--- src/rtl/t05_bitsched_pkg.sv ---
// Shared types and default sizing for the bitstream scheduler.
package t05_bitsched_pkg;

  localparam int unsigned DEF_WORD_W = 8;
  localparam int unsigned DEF_CNT_W  = 16;

  typedef enum logic [2:0] {
    IDLE,
    HDR,
    CB,
    FLUSH,
    DRAIN,
    DONE
  } state_e;

endpackage

--- src/rtl/t05_bit_packer.sv ---
// MSB-first bit packer with a single holding register on a valid/ready output.
// The caller must not present a word-completing bit or a pad request unless hold_free_c is high.
module t05_bit_packer
  import t05_bitsched_pkg::*;
#(
  parameter int unsigned WORD_W = DEF_WORD_W
) (
  input  logic              clk,
  input  logic              rst,
  input  logic              in_bit,
  input  logic              in_acc,
  input  logic              pad,
  input  logic              wr_ready,
  output logic [WORD_W-1:0] wr_data,
  output logic              wr_valid,
  output logic              stall_c,
  output logic              partial_c,
  output logic              hold_free_c
);

  localparam int unsigned BC_W = $clog2(WORD_W + 1);

  logic [WORD_W-1:0] pack;
  logic [BC_W-1:0]   bit_cnt;
  logic              last_c;
  logic [WORD_W-1:0] shifted_c;
  logic [WORD_W-1:0] pad_word_c;

  assign last_c      = (bit_cnt == BC_W'(WORD_W - 1));
  assign shifted_c   = {pack[WORD_W-2:0], in_bit};
  // Left-justify the partial word so the oldest bit lands in the MSB, zeros below.
  assign pad_word_c  = pack << (BC_W'(WORD_W) - bit_cnt);
  assign hold_free_c = !wr_valid || wr_ready;
  assign stall_c     = last_c && wr_valid && !wr_ready;
  assign partial_c   = (bit_cnt != '0);

  always_ff @(posedge clk) begin
    if (rst) begin
      pack     <= '0;
      bit_cnt  <= '0;
      wr_data  <= '0;
      wr_valid <= 1'b0;
    end else if (in_acc && last_c) begin
      wr_data  <= shifted_c;
      wr_valid <= 1'b1;
      pack     <= '0;
      bit_cnt  <= '0;
    end else if (pad) begin
      wr_data  <= pad_word_c;
      wr_valid <= 1'b1;
      pack     <= '0;
      bit_cnt  <= '0;
    end else begin
      if (in_acc) begin
        pack    <= shifted_c;
        bit_cnt <= bit_cnt + BC_W'(1);
      end
      if (wr_valid && wr_ready) wr_valid <= 1'b0;
    end
  end

endmodule

--- src/rtl/t05_bitstream_scheduler.sv ---
// Arbitrates header and codeword bit sources into a packed word stream with flush/drain.
// Optional total-bit counter enabled by defining T05_BITSCHED_BITCOUNT_EN.
module t05_bitstream_scheduler
  import t05_bitsched_pkg::*;
#(
  parameter int unsigned WORD_W = DEF_WORD_W,
  parameter int unsigned CNT_W  = DEF_CNT_W
) (
  input  logic              clk,
  input  logic              rst,
  input  logic              hdr_bit,
  input  logic              hdr_en,
  input  logic              hdr_finish,
  input  logic              cb_bit,
  input  logic              cb_en,
  input  logic              cb_finish,
  output logic              hdr_grant,
  output logic              cb_grant,
  input  logic              eos,
  output logic [WORD_W-1:0] wr_data,
  output logic              wr_valid,
  input  logic              wr_ready,
  output logic              done,
  output logic [CNT_W-1:0]  total_bits
);

  state_e state;
  logic   stall_c;
  logic   partial_c;
  logic   hold_free_c;
  logic   hdr_acc_c;
  logic   cb_acc_c;
  logic   acc_c;
  logic   acc_bit_c;
  logic   hdr_fin_c;
  logic   cb_fin_c;
  logic   pad_c;

  // Grants are combinational so back-pressure reacts to wr_ready in the same cycle.
  always_comb begin
    hdr_grant = 1'b0;
    cb_grant  = 1'b0;
    if (!stall_c) begin
      hdr_grant = (state == IDLE) || (state == HDR);
      cb_grant  = (state == IDLE) || (state == CB);
    end
  end

  assign hdr_acc_c = hdr_en && hdr_grant;
  assign cb_acc_c  = cb_en && cb_grant && ((state == CB) || ((state == IDLE) && !hdr_en));
  assign acc_c     = hdr_acc_c || cb_acc_c;
  assign acc_bit_c = hdr_acc_c ? hdr_bit : cb_bit;
  // A finish travelling with a stalled bit waits until that bit is taken.
  assign hdr_fin_c = hdr_finish && (!hdr_en || hdr_grant);
  assign cb_fin_c  = cb_finish && (!cb_en || cb_grant);
  assign pad_c     = (state == FLUSH) && partial_c && hold_free_c;

  always_ff @(posedge clk) begin
    if (rst) begin
      state <= IDLE;
      done  <= 1'b0;
    end else begin
      done <= 1'b0;
      case (state)
        IDLE: begin
          if (hdr_en)     state <= hdr_fin_c ? IDLE : HDR;
          else if (cb_en) state <= cb_fin_c ? IDLE : CB;
          else if (eos)   state <= FLUSH;
        end
        HDR:   if (hdr_fin_c) state <= IDLE;
        CB:    if (cb_fin_c) state <= IDLE;
        FLUSH: if (!partial_c || hold_free_c) state <= DRAIN;
        DRAIN: begin
          if (!wr_valid) begin
            state <= DONE;
            done  <= 1'b1;
          end
        end
        DONE:    state <= IDLE;
        default: state <= IDLE;
      endcase
    end
  end

  t05_bit_packer #(.WORD_W(WORD_W)) u_packer (
    .clk         (clk),
    .rst         (rst),
    .in_bit      (acc_bit_c),
    .in_acc      (acc_c),
    .pad         (pad_c),
    .wr_ready    (wr_ready),
    .wr_data     (wr_data),
    .wr_valid    (wr_valid),
    .stall_c     (stall_c),
    .partial_c   (partial_c),
    .hold_free_c (hold_free_c)
  );

`ifdef T05_BITSCHED_BITCOUNT_EN
  logic [CNT_W-1:0] bit_total;

  // Saturating count of accepted payload bits; pad bits never pass through acc_c.
  always_ff @(posedge clk) begin
    if (rst)                           bit_total <= '0;
    else if (acc_c && (bit_total != '1)) bit_total <= bit_total + CNT_W'(1);
  end

  assign total_bits = bit_total;
`else
  assign total_bits = '0;
`endif

endmodule

--- config.mk ---
export PLATFORM = sky130hd
export DESIGN_NAME = t05_bitstream_scheduler
export DESIGN_NICKNAME = d
export VERILOG_FILES = /design/src/rtl/t05_bitsched_pkg.sv /design/src/rtl/t05_bit_packer.sv /design/src/rtl/t05_bitstream_scheduler.sv
export SDC_FILE = /design/constraint.sdc
export NUM_CORES = 1
export LEC_CHECK = 0
export CORE_MARGIN = 1.5
export CORE_UTILIZATION = 45
export CTS_BUF_LIST = sky130_fd_sc_hd__clkbuf_4 sky130_fd_sc_hd__clkbuf_8
export DETAILED_ROUTE_END_ITERATION = 8
export GPL_ROUTABILITY_DRIVEN = 0
export PLACE_DENSITY_LB_ADDON = 0.08
export SLEW_MARGIN = 25
export SYNTH_ARGS = -nofsm -noshare
export SYNTH_HDL_FRONTEND = slang
export SYNTH_HIERARCHICAL = 1
export SYNTH_SLANG_ARGS = --single-unit
--- constraint.sdc ---
create_clock -name clk -period 2.9 [get_ports clk]
set_clock_uncertainty 0.1 [all_clocks]
set_input_delay 0.435 -clock clk [delete_from_list [all_inputs] [get_ports clk]]
set_output_delay 0.435 -clock clk [all_outputs]
set_load 0.01 [all_outputs]
==> results.cfg <==
[cts]
ctsResizeCount = 0
root_buffer = clkbuf_4
path_clk_slew_ns = 0.13
postCtsHoldBufs = 0
clkSinkCount = 25
clock_path_buffers = 2
cts_made_buffers = 3
clock_latency_ns = 0.31
cts_tree = yes
h-tree-depth = 1
cts_setup_buffers = 0

[timing]
finalSetupTns_ns = 0
rsz0062_at_grt = false
period_share_pct = 88.7
finalSetupViolCount = 0
layout_min_cycle_time_ns = 2.57
finalHoldViolations = 0
timing.fmax_mhz = 389
slew_violations = 0
whs_ns = 0.395
max_slew_margin_pct = 54.5
final.setup.worst_slack_ns = 0.327
worst_slew_pin_slew_ns = 0.680

[placed_design]
pre_cts_ws_ns = 0.181
dp_hpwl_um = 2430
port-buffer-count = 21

[setup_path]
crit_chain = clkdlybuf4s50_1 -> nand2b_1 -> nor2_1 -> nor3_1 -> clkdlybuf4s50_1
crit_required_ns = 2.37
path_class = primary input to output pin
r2r-start = u_packer/bit_cnt[0]
crit_fanout = 6
crit_top_cell = clkdlybuf4s50_1
critPathCaptureType = output pin
cp_slowest_cell = clkdlybuf4s50_1
cpPeakStageDelay_ns = 0.58
critPathLaunchType = primary input
worst_ep_arrival_time_ns = 2.04
ff2ff_path_depth = 8
path_delay_family = buffers and inverters
critPathBufInv = 2
timing.rr.end = u_packer/wr_data[1]
reg2reg_slack_ns = 0.36

[drt]
via_count = 1238
postRouteAntennaNets = 0
first_pass_iters = 4
routed_wl_um = 3220
wire_per_inst_um = 13.4
drcViolationCount = 0
drtIter0Drc = 49
via_per_inst = 5.16

[yosys]
synth_cells = 179
ys_types = 48
async_flop_share_pct = 0
synth_edf_count = 0
syn-cell-area_um2 = 1610
synth_seq_cells = 25
ys_warn_count = 6
syn-mean-instance-area_um2 = 9.00
seq_area_frac_synth_pct = 31.1
ys.flop_type = dfxtp_1

[floorplanning]
die_area_um2 = 3950
rows = 21
core_um2 = 3390
io_pins = 38
initial_utilization_pct = 47.5
fp.dieW_um = 62.8
chipHeight_um = 62.8

[grt]
grt_pass1_vias = 1148
grt_start_max_net_pins = 19
grt_overflow = 0
grt_pass1_wl_um = 5490
antenna_found_initial = 0
track_usage_pct = 17.2

[run_status]
status = complete, no violations

[cells_and_area]
areaGrowthSynthToFinish_pct = 11.5
antenna_cells = 0
fin_nets = 207
drive_above_1_share_pct = 10.8
final_core_util_pct = 53.0

[worst_hold_path]
hold_class = flop to flop
hold_path_depth = 1
hold_end = done
min-delay-start = u_packer/wr_valid

[power]
ir_drop_uv = 211
power_leakage_uw = 0.000708
cellPowerDensity_nw_per_um2 = 423

[job]
maxCapViolCount = 0
## worst max-delay path by stage
stage                                   start             endpoint  slack (ns)  cells past startpoint
after global routing      u_packer/bit_cnt[0]  u_packer/wr_data[1]        0.12                      8
after global placement               wr_ready  u_packer/wr_data[1]        0.23                      8
after floorplan           u_packer/bit_cnt[0]  u_packer/bit_cnt[0]        0.54                     11
after CTS                            wr_ready            hdr_grant        0.33                      5
final                                wr_ready            hdr_grant        0.33                      5
after detailed placement             wr_ready     u_packer/pack[4]        0.18                      8
## cell usage in the layout (no fill, tap or decap), types with 2 or more instances in the layout
cell type | Yosys | final
o32ai_1 | 2 | 2
nor3_1 | 5 | 4
nor2_1 | 18 | 18
nand2_1 | 9 | 9
dfxtp_1 | 25 | 25
mux2_2 | 3 | 3
a21oi_1 | 12 | 12
ha_1 | 2 | 2
buf_4 | 17 | 2
clkbuf_4 | 0 | 3
inv_1 | 9 | 9
conb_1 | 1 | 16
clkdlybuf4s50_1 | 0 | 21
o22ai_1 | 8 | 8
or3b_2 | 2 | 2
mux2i_1 | 13 | 13
a311oi_1 | 2 | 2
nor3b_1 | 8 | 8
xor2_1 | 2 | 2
mux4_2 | 3 | 3
nand2b_1 | 2 | 2
o21a_1 | 2 | 2
## through the flow
stage / power (uW) / cells / instance area (um2)
after floorplan: 570 / 194 / 1670
after global placement: 607 / 236 / 1770
after detailed placement: 611 / 236 / 1770
after CTS: 769 / 240 / 1800
after global routing: 813 / 240 / 1800
final: 760 / 240 / 1800
## metal layers
layer / wire, um / vias up / global-route usage (%)
met4: 19 / 0 / 6.39
li1: - / 636 / -
met1: 1650 / 574 / 24.9
met2: 1460 / 26 / 26.1
met3: 92 / 2 / 2.34
met5: 0 / - / 0
## cell type report
type                       instances  area, um2
fill                             318       1590
multi-input combinational        133        951
sequential                        25        500
timing repair buffer              23        225
tap                               46       57.6
inverter                           9       33.8
clock buffer                       3       22.5
clock inverter                     1       5.00
## cell usage after synthesis, types with 2 or more instances
library cell  count  area, um2
a311oi_1          2       17.5
nor3b_1           8       60.1
mux2i_1          13        130
mux2_2            3       33.8
o22ai_1           8       50.1
buf_1             2       7.51
mux4_2            3       67.6
buf_6             2       22.5
buf_2             5       25.0
o21a_1            2       15.0
xor2_1            2       17.5
o32ai_1           2       17.5
nor2_1           18       67.6
dfxtp_1          25        500
buf_4            17        128
or3b_2            2       17.5
ha_1              2       25.0
nand2_1           9       33.8
nor3_1            5       25.0
nand2b_1          2       12.5
a21oi_1          12       60.1
inv_1             9       33.8
## where the power goes
part	internal, uW	switching [uW]	leakage [uW]	total, uW
Sequential	356	22.4	0.000203	379
Combinational	102	124	0.000488	226
Clock	51.6	103	0.0000177	155
Total	510	249	0.000708	760
## registers in the layout, indices dropped and copies added (netlist names)
signal / count
state: 3
u_packer/wr_valid: 1
u_packer/pack: 8
u_packer/bit_cnt: 4
u_packer/wr_data: 8
done: 1
## kinds of logic (layout without fill, tap and decap cells)
group,after synthesis,count (layout),share of synthesized area (%)
simple gates,54,54,18.2
compound gates,37,37,16.6
buf+inv,36,36,13.7
flops,25,25,31.1
mux,20,20,15.3
xor+xnor,4,4,3.34
fa+ha+maj,2,2,1.55
other cells,1,16,0.233
Note: power is estimated with default switching activity, not from simulation.
